`config.mk`:
```
export PLATFORM = sky130hd
export DESIGN_NAME = uart_rx_ctrl_flat
export DESIGN_NICKNAME = d
export VERILOG_FILES = /design/src/rtl/uart_rx_ctrl_if.sv /design/src/rtl/uart_rx_ctrl.sv /design/src/flat_wrapper.sv
export SDC_FILE = /design/constraint.sdc
export NUM_CORES = 1
export LEC_CHECK = 0
export ABC_AREA = 1
export BUFFER_PORTS_ARGS = -buffer_cell sky130_fd_sc_hd__buf_2
export CAP_MARGIN = 20
export CORE_ASPECT_RATIO = 0.75
export CORE_UTILIZATION = 56
export CTS_BUF_LIST = sky130_fd_sc_hd__clkbuf_16
export CTS_CLUSTER_DIAMETER = 120
export DETAILED_ROUTE_END_ITERATION = 8
export HOLD_SLACK_MARGIN = 0.03
export PLACE_DENSITY_LB_ADDON = 0.25
export SYNTH_ARGS = -nofsm -noshare
export SYNTH_HDL_FRONTEND = slang
export SYNTH_SLANG_ARGS = --single-unit
```
`constraint.sdc`:
```
create_clock -name i_clk -period 1.95 [get_ports i_clk]
set_input_delay 0.585 -clock i_clk [delete_from_list [all_inputs] [get_ports i_clk]]
set_output_delay 0.585 -clock i_clk [all_outputs]
set_load 0.05 [all_outputs]
```
`src/rtl/uart_rx_ctrl_if.sv`:
```
// Signal bundle between uart_rx_ctrl (master) and its line, sampler and command-decoder neighbours (slave).
// With UART_RX_BREAK_DETECT_EN defined the bundle also carries o_break.
interface uart_rx_ctrl_if #(
    parameter int DATA_WIDTH = 8
);
    logic                  i_rx;
    logic                  i_sampled_bit;
    logic [4:0]            i_prescale;
    logic                  i_par_en;
    logic                  i_par_typ;
    logic                  o_en_samp;
    logic [4:0]            o_edge_cnt;
    logic [DATA_WIDTH-1:0] o_p_data;
    logic                  o_data_valid;
    logic                  o_par_err;
    logic                  o_stp_err;
`ifdef UART_RX_BREAK_DETECT_EN
    logic                  o_break;

    modport master (
        input  i_rx, i_sampled_bit, i_prescale, i_par_en, i_par_typ,
        output o_en_samp, o_edge_cnt, o_p_data, o_data_valid, o_par_err, o_stp_err, o_break
    );
    modport slave (
        output i_rx, i_sampled_bit, i_prescale, i_par_en, i_par_typ,
        input  o_en_samp, o_edge_cnt, o_p_data, o_data_valid, o_par_err, o_stp_err, o_break
    );
`else
    modport master (
        input  i_rx, i_sampled_bit, i_prescale, i_par_en, i_par_typ,
        output o_en_samp, o_edge_cnt, o_p_data, o_data_valid, o_par_err, o_stp_err
    );
    modport slave (
        output i_rx, i_sampled_bit, i_prescale, i_par_en, i_par_typ,
        input  o_en_samp, o_edge_cnt, o_p_data, o_data_valid, o_par_err, o_stp_err
    );
`endif
endinterface

```
`src/rtl/uart_rx_ctrl.sv`:
```
// UART RX control: drives the bit sampler and deserialises start/data/[parity]/stop into o_p_data (macro UART_RX_BREAK_DETECT_EN adds o_break + BREAK wait).
// Latency: result pulses 1 + (2+DATA_WIDTH+par)*prescale cycles after the cycle in which a low i_rx is sampled in IDLE.
// Backpressure: none; o_data_valid/o_par_err/o_stp_err are single-cycle pulses and o_p_data holds until the next good frame.
module uart_rx_ctrl #(
    parameter int DATA_WIDTH = 8
) (
    input  logic           i_clk,
    input  logic           i_rst,
    uart_rx_ctrl_if.master rx_if
);
    typedef enum logic [2:0] {
        S_IDLE,
        S_START,
        S_DATA,
        S_PARITY,
        S_STOP
`ifdef UART_RX_BREAK_DETECT_EN
        ,
        S_BREAK
`endif
    } state_t;

    state_t                state;
    state_t                state_nxt;
    logic [4:0]            edge_cnt;
    logic [4:0]            prescale_lat;
    logic [3:0]            bit_cnt;
    logic [DATA_WIDTH-1:0] shift_reg;
    logic [DATA_WIDTH-1:0] shift_nxt;
    logic [DATA_WIDTH-1:0] p_data;
    logic                  par_fail;
    logic                  en_samp;
    logic                  data_valid;
    logic                  par_err;
    logic                  stp_err;

    logic                  active;
    logic                  start_det;
    logic                  bit_end;
    logic                  last_data;
    logic                  stop_end;
    logic                  par_exp;
    logic                  is_break;
    logic                  en_samp_nxt;
    logic                  data_valid_nxt;
    logic                  par_err_nxt;
    logic                  stp_err_nxt;

    assign active    = (state == S_START) || (state == S_DATA) ||
                       (state == S_PARITY) || (state == S_STOP);
    assign start_det = (state == S_IDLE) && !rx_if.i_rx;
    // The sampler's vote is only trusted on the last oversample of a bit.
    assign bit_end   = active && (edge_cnt == prescale_lat - 5'd1);
    assign last_data = (bit_cnt == 4'(DATA_WIDTH - 1));
    assign stop_end  = (state == S_STOP) && bit_end;
    assign par_exp   = rx_if.i_par_typ ? ~^shift_reg : ^shift_reg;

`ifdef UART_RX_BREAK_DETECT_EN
    assign is_break  = !rx_if.i_sampled_bit && (shift_reg == '0);
`else
    assign is_break  = 1'b0;
`endif

    generate
        if (DATA_WIDTH == 1) begin : g_shift_one
            assign shift_nxt = rx_if.i_sampled_bit;
        end else begin : g_shift_wide
            assign shift_nxt = {rx_if.i_sampled_bit, shift_reg[DATA_WIDTH-1:1]};
        end
    endgenerate

    always_ff @(posedge i_clk or posedge i_rst) begin
        if (i_rst) begin
            state <= S_IDLE;
        end else begin
            state <= state_nxt;
        end
    end

    always_comb begin
        state_nxt = state;
        case (state)
            S_IDLE:   if (!rx_if.i_rx) state_nxt = S_START;
            S_START:  if (bit_end) state_nxt = rx_if.i_sampled_bit ? S_IDLE : S_DATA;
            S_DATA:   if (bit_end && last_data) state_nxt = rx_if.i_par_en ? S_PARITY : S_STOP;
            S_PARITY: if (bit_end) state_nxt = S_STOP;
`ifdef UART_RX_BREAK_DETECT_EN
            S_STOP:   if (bit_end) state_nxt = is_break ? S_BREAK : S_IDLE;
            S_BREAK:  if (rx_if.i_rx) state_nxt = S_IDLE;
`else
            S_STOP:   if (bit_end) state_nxt = S_IDLE;
`endif
            default:  state_nxt = S_IDLE;
        endcase
    end

    always_comb begin
        en_samp_nxt    = (state_nxt == S_START) || (state_nxt == S_DATA) ||
                         (state_nxt == S_PARITY) || (state_nxt == S_STOP);
        data_valid_nxt = stop_end && !par_fail && rx_if.i_sampled_bit;
        par_err_nxt    = stop_end && par_fail;
        stp_err_nxt    = stop_end && !rx_if.i_sampled_bit && !is_break;
    end

    always_ff @(posedge i_clk or posedge i_rst) begin
        if (i_rst) begin
            edge_cnt     <= '0;
            prescale_lat <= '0;
            bit_cnt      <= '0;
            shift_reg    <= '0;
            par_fail     <= 1'b0;
            p_data       <= '0;
            en_samp      <= 1'b0;
            data_valid   <= 1'b0;
            par_err      <= 1'b0;
            stp_err      <= 1'b0;
        end else begin
            if (start_det) begin
                prescale_lat <= rx_if.i_prescale;
                par_fail     <= 1'b0;
            end
            if (!active || bit_end) begin
                edge_cnt <= '0;
            end else begin
                edge_cnt <= edge_cnt + 5'd1;
            end
            if ((state == S_START) && bit_end) begin
                bit_cnt <= '0;
            end else if ((state == S_DATA) && bit_end) begin
                bit_cnt   <= bit_cnt + 4'd1;
                shift_reg <= shift_nxt;
            end
            if ((state == S_PARITY) && bit_end && (rx_if.i_sampled_bit != par_exp)) begin
                par_fail <= 1'b1;
            end
            en_samp    <= en_samp_nxt;
            data_valid <= data_valid_nxt;
            par_err    <= par_err_nxt;
            stp_err    <= stp_err_nxt;
            if (data_valid_nxt) begin
                p_data <= shift_reg;
            end
        end
    end

`ifdef UART_RX_BREAK_DETECT_EN
    logic brk;

    always_ff @(posedge i_clk or posedge i_rst) begin
        if (i_rst) begin
            brk <= 1'b0;
        end else begin
            brk <= stop_end && is_break;
        end
    end

    assign rx_if.o_break = brk;
`endif

    assign rx_if.o_en_samp    = en_samp;
    assign rx_if.o_edge_cnt   = edge_cnt;
    assign rx_if.o_p_data     = p_data;
    assign rx_if.o_data_valid = data_valid;
    assign rx_if.o_par_err    = par_err;
    assign rx_if.o_stp_err    = stp_err;
endmodule

```
`src/flat_wrapper.sv`:
```
// flat-port wrapper written by rule: the top's interface ports become plain ports
module uart_rx_ctrl_flat 
#(
    parameter int DATA_WIDTH = 8
)
  (i_clk, i_rst, rx_if_i_rx, rx_if_i_sampled_bit, rx_if_i_prescale, rx_if_i_par_en, rx_if_i_par_typ, rx_if_o_en_samp, rx_if_o_edge_cnt, rx_if_o_p_data, rx_if_o_data_valid, rx_if_o_par_err, rx_if_o_stp_err);
  uart_rx_ctrl_if #(.DATA_WIDTH(DATA_WIDTH)) rx_if_i ();
  input  logic i_clk;
  input  logic i_rst;
  input wire logic [$bits(rx_if_i.i_rx)-1:0] rx_if_i_rx;
  input wire logic [$bits(rx_if_i.i_sampled_bit)-1:0] rx_if_i_sampled_bit;
  input wire logic [$bits(rx_if_i.i_prescale)-1:0] rx_if_i_prescale;
  input wire logic [$bits(rx_if_i.i_par_en)-1:0] rx_if_i_par_en;
  input wire logic [$bits(rx_if_i.i_par_typ)-1:0] rx_if_i_par_typ;
  output wire logic [$bits(rx_if_i.o_en_samp)-1:0] rx_if_o_en_samp;
  output wire logic [$bits(rx_if_i.o_edge_cnt)-1:0] rx_if_o_edge_cnt;
  output wire logic [$bits(rx_if_i.o_p_data)-1:0] rx_if_o_p_data;
  output wire logic [$bits(rx_if_i.o_data_valid)-1:0] rx_if_o_data_valid;
  output wire logic [$bits(rx_if_i.o_par_err)-1:0] rx_if_o_par_err;
  output wire logic [$bits(rx_if_i.o_stp_err)-1:0] rx_if_o_stp_err;
  assign rx_if_i.i_rx = rx_if_i_rx;
  assign rx_if_i.i_sampled_bit = rx_if_i_sampled_bit;
  assign rx_if_i.i_prescale = rx_if_i_prescale;
  assign rx_if_i.i_par_en = rx_if_i_par_en;
  assign rx_if_i.i_par_typ = rx_if_i_par_typ;
  assign rx_if_o_en_samp = rx_if_i.o_en_samp;
  assign rx_if_o_edge_cnt = rx_if_i.o_edge_cnt;
  assign rx_if_o_p_data = rx_if_i.o_p_data;
  assign rx_if_o_data_valid = rx_if_i.o_data_valid;
  assign rx_if_o_par_err = rx_if_i.o_par_err;
  assign rx_if_o_stp_err = rx_if_i.o_stp_err;
  uart_rx_ctrl #(.DATA_WIDTH(DATA_WIDTH)) u_core (.i_clk(i_clk), .i_rst(i_rst), .rx_if(rx_if_i));
endmodule
```
=== Word-level counts from Yosys, hierarchy flattened ===
Cells that the tools add are included.

* Flip-flop bits (word level): 38
* Bits of input ports: 11

* $add $sub $neg: 3
* Equality and inequality tests: 11
* Multiplexer cells: 14
* Bitwise operators: 1
* Reductions and logical operators: 29

{| class="wikitable"
|+ Operators with widths
! cell !! number
|-
| 3-bit two-way mux || 6
|-
| 3-bit case mux with 5 select lines || 1
|-
| 3-bit by 2-bit == test with 1-bit output (second input constant) || 4
|-
| 1-bit logical AND || 12
|-
| 4-bit two-way mux || 2
|-
| 8-bit XNOR reduction || 1
|-
| 8-bit XOR reduction || 1
|-
| 1-bit logical OR || 7
|-
| 3-bit by 1-bit == test with 1-bit output (second input constant) || 2
|-
| 3-bit == test (second input constant) || 2
|-
| 5-bit by 1-bit adder with 5-bit output (second input constant) || 1
|-
| 5-bit == test || 1
|-
| 5-bit two-way mux || 1
|-
| 5-bit by 1-bit subtractor with 5-bit output (second input constant) || 1
|-
| 4-bit by 1-bit adder with 4-bit output (second input constant) || 1
|-
| 4-bit by 3-bit == test with 1-bit output (second input constant) || 1
|-
| 1-bit zero test || 4
|-
| 2-bit nonzero test || 2
|-
| 3-bit zero test || 1
|-
| 1-bit two-way mux || 3
|-
| 2-bit two-way mux || 1
|-
| 2-bit AND reduction || 1
|-
| 1-bit inequality test || 1
|-
| 1-bit NOT || 1
|}

=== Logic depth before layout (Yosys ltp) ===
Gate-level depths: netlist (run 1).

* Depth after elaboration: 12
* Depth in mapped cells: 14
* Depth with buffers taken out: 14

=== Worst setup path before layout (run 1) ===
Ideal clock, no wire load.

* Path type: register to register
* Start: register u_core.edge_cnt[0] (netlist: u_core.rx_if.o_edge_cnt[0])
* End: register u_core.bit_cnt[1]
* Setup time: 118 ps
* Arrival: 1656 ps
* Data required time: 1832 ps
* Path slack: 176 ps
* Stages on the path, launching flop included: 13
* Buffers on the path: 1
* Clock period less this slack: 1774 ps
* Path through: dfrtp_1 > inv_1 > nand2_1 > nand2_1 > nor2_2 > nand2_2 > nor2_8 > nand2_4 > nor2_4 > inv_2 > buf_6 > nand3_1 > nand2_1

* Word-level cells in the longest chain between the ends: 4
* Elaborated cells on any way between the ends: 6

{| class="wikitable"
|+ Ends and longest elaborated chain
! item !! line !! text
|-
| start, declared || uart_rx_ctrl.sv:25 || <nowiki>logic [4:0] edge_cnt;</nowiki>
|-
| start signal, assigned || uart_rx_ctrl.sv:125 || <nowiki>edge_cnt <= edge_cnt + 5'd1;</nowiki>
|-
| 5-bit == test (*) || uart_rx_ctrl.sv:53 || <nowiki>assign bit_end = active && (edge_cnt == prescale_lat - 5'd1);</nowiki>
|-
| 1-bit logical AND (*) || uart_rx_ctrl.sv:53 ||
|-
| 1-bit logical AND (on tied branches) || uart_rx_ctrl.sv:127, uart_rx_ctrl.sv:129 ||
|-
| 4-bit two-way mux or 2-bit nonzero test (tied branches) || -- ||
|-
| end signal, assigned || uart_rx_ctrl.sv:130 || <nowiki>bit_cnt <= bit_cnt + 4'd1;</nowiki>
|-
| end, declared || uart_rx_ctrl.sv:27 || <nowiki>logic [3:0] bit_cnt;</nowiki>
|}

Mark *: on every way between the ends. The rest lies on a longest branch, timed or not.
A chain may end at the register's enable or synchronous reset.

=== Final worst setup path (run 1) ===
* Start: register u_core.prescale_lat[0]
* End: register u_core.bit_cnt[0]

* Word-level cells in the longest chain between the ends: 5
* Elaborated cells on any way between the ends: 7

{| class="wikitable"
|+ Ends and longest elaborated chain
! item !! line !! text
|-
| start, declared || uart_rx_ctrl.sv:26 || <nowiki>logic [4:0] prescale_lat;</nowiki>
|-
| start signal, assigned || uart_rx_ctrl.sv:119 || <nowiki>prescale_lat <= rx_if.i_prescale;</nowiki>
|-
| 5-bit by 1-bit subtractor with 5-bit output (*) || uart_rx_ctrl.sv:53 ||
|-
| 5-bit == test (*) || uart_rx_ctrl.sv:53 ||
|-
| 1-bit logical AND (*) || uart_rx_ctrl.sv:53 ||
|-
| 1-bit logical AND (on tied branches) || uart_rx_ctrl.sv:127, uart_rx_ctrl.sv:129 ||
|-
| 4-bit two-way mux or 2-bit nonzero test (tied branches) || -- ||
|}

Marked as above.

==> results of run 1 <==
## report_power, final
part	switching, W	total (W)	internal (W)	leakage [nW]
Combinational	0.0000276	0.0000408	0.0000132	0.785
Sequential	0.00000206	0.000793	0.000791	0.476
Clock	0.000319	0.000922	0.000602	0.0760
Total	0.000349	0.00176	0.00141	1.34
## how the worst max path moves through the flow
| stage | startpoint | end | slack [ns] | cells after the start |
|---|---|---|---|---|
| after detailed placement | u_core.prescale_lat[0] | u_core.bit_cnt[0] | 0.1 | 12 |
| after global placement | u_core.prescale_lat[0] | u_core.bit_cnt[0] | 0.16 | 12 |
| after CTS | u_core.prescale_lat[0] | u_core.bit_cnt[0] | 0.1 | 12 |
| final | u_core.prescale_lat[0] | u_core.bit_cnt[0] | 0.09 | 13 |
| after global routing | u_core.prescale_lat[0] | u_core.bit_cnt[0] | 0.003 | 14 |
| after floorplan | u_core.rx_if.o_edge_cnt[0] | u_core.bit_cnt[1] | 0.18 | 12 |
## layout make-up
type                            instances  area share [%]
Timing Repair inverter                  1          0.2114
Tap cell                               40           2.114
Sequential cell                        38           40.17
Multi-Input combinational cell        170           35.94
Timing Repair Buffer                   35           8.245
Clock inverter                          3           1.903
Clock buffer                            5           5.285
Inverter                               36           6.131
## placed cells by master, fill, tap and decap left out, drive strengths merged, types with 2 or more instances in the layout
| cell | instances |
|---|---|
| ha | 3 |
| o21ai | 5 |
| inv | 34 |
| nand2 | 91 |
| nand3b | 2 |
| xor2 | 4 |
| nand4 | 3 |
| a21oi | 7 |
| dfrtp | 38 |
| xnor2 | 6 |
| clkinv | 3 |
| nor2 | 32 |
| clkinvlp | 2 |
| buf | 35 |
| nand3 | 14 |
| clkbuf | 5 |
## cell families (layout without fill, tap and decap cells)
logic type | Yosys count | in the layout | share of synthesized area, %
XOR/XNOR | 10 | 10 | 4.487
buffers and inverters | 39 | 80 | 8.333
AND/OR/NAND/NOR | 145 | 145 | 33.08
flip-flops | 38 | 38 | 48.72
AO/OA/AOI/OAI | 12 | 12 | 3.461
adder cells (fa/ha/maj) | 3 | 3 | 1.923
## critical path, stage by stage, from the launching register on
cell and delay, ns:
dfrtp_1 0.38, inv_2 0.10, ha_4 0.21, nand2_1 0.06, nand2_1 0.06, nor2_2 0.09
nand2_2 0.09, nor2_8 0.14, nand2_4 0.09, nor2_4 0.17, buf_4 0.15, clkinv_4 0.06
nand3_1 0.09, o21ai_2 0.07
## stage by stage
step	instance area (sq um)	setup WS (ns)	std cells	power [W]
floorplan	1952	0.1758	247	0.0008284
global placement	2130	0.1551	313	0.0008463
detailed placement	2130	0.09945	313	0.0008475
CTS	2300	0.09648	321	0.001774
global route	2367	0.002856	328	0.001815
finish	2367	0.08674	328	0.001755
## Yosys cell counts (all sizes together) (2+ instances only)
cell type | n | area, sq um
nand2 | 91 | 361.6
buf | 2 | 18.77
xnor2 | 6 | 52.55
xor2 | 4 | 35.03
a21oi | 7 | 35.03
dfrtp | 38 | 950.9
o21ai | 5 | 32.53
nand3b | 2 | 15.01
nor2 | 32 | 161.4
nand4 | 3 | 18.77
nand3 | 14 | 70.07
inv | 35 | 131.4
ha | 3 | 37.54
## timing repair
action | 4_1_cts | 5_1_grt
resized for setup | 0 | 4
setup buffers | 0 | 6
endpoints found under the setup margin | 0 | 9
## layer usage
metal	part of all wire [%]	track usage [%]	up-vias
met5	0	0	-
met4	1.4	12.67	0
met3	4.2	5.143	5
met2	46	34.46	42
met1	48	28.34	765
li1	-	-	828
==> metrics.txt, run 1 <==
clock sink count 38; global router's overall resource usage 21.96%; Yosys warning count 0; RSZ-0062 raised after global routing no; Vias per Instance 5.000; largest net degree at the start of global routing 39; Worst Setup End Kind flip-flop; asr flop ratio synth 100.0%; Worst-Margin Slew around 0.48 ns; post-route core utilization 71.50%; number of hold buffers added after CTS 0; Syn Inst Count 247; area grow syn2layout 21.28%; DP HPWL 2585 microns; Hold Vio Cnt, Final 0; Vias 1640; R2R setup slack 0.09 ns; WP data arrival 2.03 ns; Skew-Pair Late Insertion Delay 0.28 ns; initial antenna violation count 0; library cells used by synthesis 27; Layout Skew 0.005700 ns; worst r2r path cells 13; WL per Instance 12.16 microns; normalized max-slew margin 68.06%; chip width 70.17 microns; max_cap viols 0; Syn Nets 261; crit path kind reg2reg; Starting Density 58.96%; CTS H-tree lvls 2; register area 950.9 sq um; total gr overflow 0; CP Max Fanout 6; hold crit path type in2async; routed wire length 3989 microns; startpoint types flip-flop; TritonCTS clock tree done; 1st-pass router iterations 4; PortBufs 27; hold_ws 0.3977 ns; Post-Syn Area per Cell 7.902 sq um; data required time of the worst path 2.12 ns; first-pass GRT wire length 6003 microns; Worst-path clk slew around 0.060 ns; total negative slack 0 ns; Final min period 1.863 ns; 1st-iter DRT viols between 80 and 90; Post-synth EDFFs 0; final setup vio count 0; floorplan row count 18; drt drc 0; Fmax 536.7 MHz; # diodes 0; worst vdd ir 0.5088 mV; Final Max Tran Viols 0; status finished clean; number of global-route vias before repair 1381; CTS Root Cell clkbuf_16; Num CTS Buffers 5; Nets 301; static leakage 1.337 nW; sequential area share after synthesis 48.72%; IO Count 28; antenna viol nets, final 0; pwr dens 741.6 mW/mm^2; Fillers approximately 260; ys flop type dfrtp_1; DIE AREA 0.003728 sq mm; share of layout cells above drive strength 1 between 20% and 30%; Die Ht 53.13 microns; r2r startpoint u_core.prescale_lat[0]; routability cong. 0.9404; FF+latch count, synth 38; Reg-to-Reg End u_core.bit_cnt[0]; Mapped Area roughly 0.002 sq mm; core area 0.003311 sq mm; multi-input logic area 850.8 sq um; Max Root-Sink Buffers 2; Final period util 95.55%
Power figures use the tool's default switching activity.
==> run 2: changes to the inputs <==
--- a/config.mk
+++ b/config.mk
@@ -14,7 +14,7 @@
 export CTS_CLUSTER_DIAMETER = 120
 export DETAILED_ROUTE_END_ITERATION = 8
 export HOLD_SLACK_MARGIN = 0.03
-export PLACE_DENSITY_LB_ADDON = 0.25
+export PLACE_DENSITY = 0.78
 export SYNTH_ARGS = -nofsm -noshare
 export SYNTH_HDL_FRONTEND = slang
 export SYNTH_SLANG_ARGS = --single-unit
==> metrics.txt, run 2 (synthesis results as in run 1) <==
status finished clean (unchanged); r2r startpoint u_core.prescale_lat[0] (unchanged); routability cong. 0.8682 (was 0.9404); normalized max-slew margin 68.13% (was 68.06%); Worst-path clk slew 0.06 ns (about the same); Worst Setup End Kind flip-flop (unchanged); PortBufs 27 (unchanged); Setup crit start u_core.prescale_lat[0] (unchanged); R2R setup slack 0.1 ns (was 0.09 ns); final worst slack 0.09766 ns (was 0.08674 ns); startpoint types flip-flop (unchanged); Nets 301 (unchanged); clock sink count 38 (unchanged); Final Max Tran Viols 0 (unchanged); WL per Instance 11.95 microns (was 12.16 microns); first-pass GRT wire length 6313 microns (was 6003 microns); dpl ws 0.08169 ns (was 0.09945 ns); Vias per Instance 5.043 (was 5.000); number of hold buffers added after CTS 0 (unchanged); # diodes 0 (unchanged); global router's overall resource usage 22.54% (was 21.96%); Layout Skew 0.004324 ns (was 0.005700 ns); worst r2r path cells 13 (unchanged); share of layout cells above drive strength 1 25.35% (was 22.22%); core area 0.003311 sq mm (unchanged); 1st-iter DRT viols 71 (was 84); most common cell after layout, fill and taps aside nand2_1 (unchanged); Starting Density 58.96% (unchanged); most frequent cells in the layout nand2_1, dfrtp_1, inv_1 (unchanged); static leakage 1.377 nW (was 1.337 nW); Switch Pwr 0.0003421 W (was 0.0003491 W); Reg power frac 42.1% (was 45.2%); dpl cells 313 (unchanged); TritonCTS clock tree done (unchanged); RSZ-0062 raised after global routing yes (was no); CTS Root Cell clkbuf_16 (unchanged); combinational share of power 2.2% (was 2.3%); initial antenna violation count 0 (unchanged); Clk pwr share 55.7% (was 52.5%); crit path kind reg2reg (unchanged); final setup vio count 0 (unchanged); largest net degree at the start of global routing 39 (unchanged); antenna viol nets, final 0 (unchanged); Die Ht 53.13 microns (unchanged); Final min period 1.852 ns (was 1.863 ns); chip width 70.17 microns (unchanged); pwr dens 777.2 mW/mm^2 (was 741.6 mW/mm^2); Skew-Pair Late Insertion Delay 0.28 ns (about the same); Worst-Margin Slew 0.4781 ns (was 0.4792 ns); Hold Vio Cnt, Final 0 (unchanged); WP data arrival 2.07 ns (was 2.03 ns); total gr overflow 0 (unchanged); Internal Power 0.001538 W (was 0.001406 W); max_cap viols 0 (unchanged); crit path capture u_core.rx_if.o_p_data[4] (was u_core.bit_cnt[0]); floorplan row count 18 (unchanged); hold crit path type in2async (unchanged); Reg-to-Reg End u_core.rx_if.o_p_data[4] (was u_core.bit_cnt[0]); Num CTS Buffers 5 (unchanged); switch share 18.19% (was 19.89%); Fmax 539.9 MHz (was 536.7 MHz); fin cells 328 (unchanged); Max Root-Sink Buffers 2 (unchanged); data required time of the worst path 2.17 ns (was 2.12 ns); Final period util 94.99% (was 95.55%); post-route core utilization 73.09% (was 71.50%); worst vdd ir 0.6010 mV (was 0.5088 mV); CTS H-tree lvls 2 (unchanged); hold_ws 0.4077 ns (was 0.3977 ns); DIE AREA 0.003728 sq mm (unchanged); CP Max Fanout 8 (was 6); IO Count 28 (unchanged); DP HPWL 2652 microns (was 2585 microns); 1st-pass router iterations 4 (unchanged); number of global-route vias before repair 1467 (was 1381); area grow syn2layout 23.97% (was 21.28%); drt drc 0 (unchanged); Vias 1654 (was 1640); routed wire length 3918 microns (was 3989 microns)
[run 2: changes by cell type in the layout (fill, tap and decap cells not counted), sizes merged]
cell	delta
bufinv	+1
clkinv	-2
clkinvlp	-2
nand2	+1
inv	+2
[run 2: worst min-delay path by stage]
stage / from / end / slack, ns / cells past startpoint
final: i_rst / u_core.rx_if.o_p_data[6] / 0.41 / 3
after floorplan: u_core.par_fail / u_core.par_fail / 0.47 / 2
after CTS: i_rst / u_core.par_fail / 0.43 / 3
after detailed placement: u_core.rx_if.o_p_data[5] / u_core.rx_if.o_p_data[5] / 0.46 / 2
after global routing: i_rst / u_core.rx_if.o_p_data[3] / 0.47 / 3
after global placement: u_core.rx_if.o_p_data[4] / u_core.rx_if.o_p_data[4] / 0.46 / 2
[run 2: timing repair]
item / CTS / global route
gates resized for setup: 0 / 14
setup endpoints to repair: 0 / 22
buffers inserted: 0 / 6
[run 2: worst max-delay path, cell delays in order (launching register included)]
cell and delay, ns:
dfrtp_1 0.38, inv_2 0.10, ha_4 0.22, nand2_1 0.07, nand2_1 0.06, nor2_2 0.09
nand2_2 0.09, nor2_8 0.15, nand2_4 0.09, nor2_4 0.18, nand2_4 0.12, inv_8 0.12
nand2_2 0.05, nand2_1 0.06
[run 2: final cells by class]
class,count,area [sq um]
Clock buffer,5,125.1
Timing Repair Buffer,35,195.2
Sequential cell,38,950.9
Tap cell,40,50.05
Multi-Input combinational cell,171,884.6
Inverter,36,145.1
Clock inverter,3,68.82
Fill cell,247,890.9
[run 2: power by group through the flow]
stage	clock network, W	logic, W	registers [W]
final	0.00105	0.0000410	0.000792
after global routing	0.00110	0.0000476	0.000792
after CTS	0.00106	0.0000413	0.000792
after detailed placement	0	0.0000409	0.000806
after global placement	0	0.0000400	0.000806
after floorplan	0	0.0000221	0.000806
[run 2: per-layer routing]
metal	global-route usage (%)	up-vias	wire length, microns
met5	0	-	0
met4	7.000	0	8
met3	7.429	2	207
met2	36.38	44	1874
met1	29.13	774	1828
li1	-	834	-
[run 2: per-stage QoR]
stage | instance area, sq um | total power (W) | TNS (ns)
after floorplan | 1952 | 0.0008284 | 0
after global placement | 2130 | 0.0008465 | 0
after detailed placement | 2130 | 0.0008473 | 0
after CTS | 2323 | 0.001891 | 0
after global routing | 2420 | 0.001940 | -0.6599
final | 2420 | 0.001881 | 0
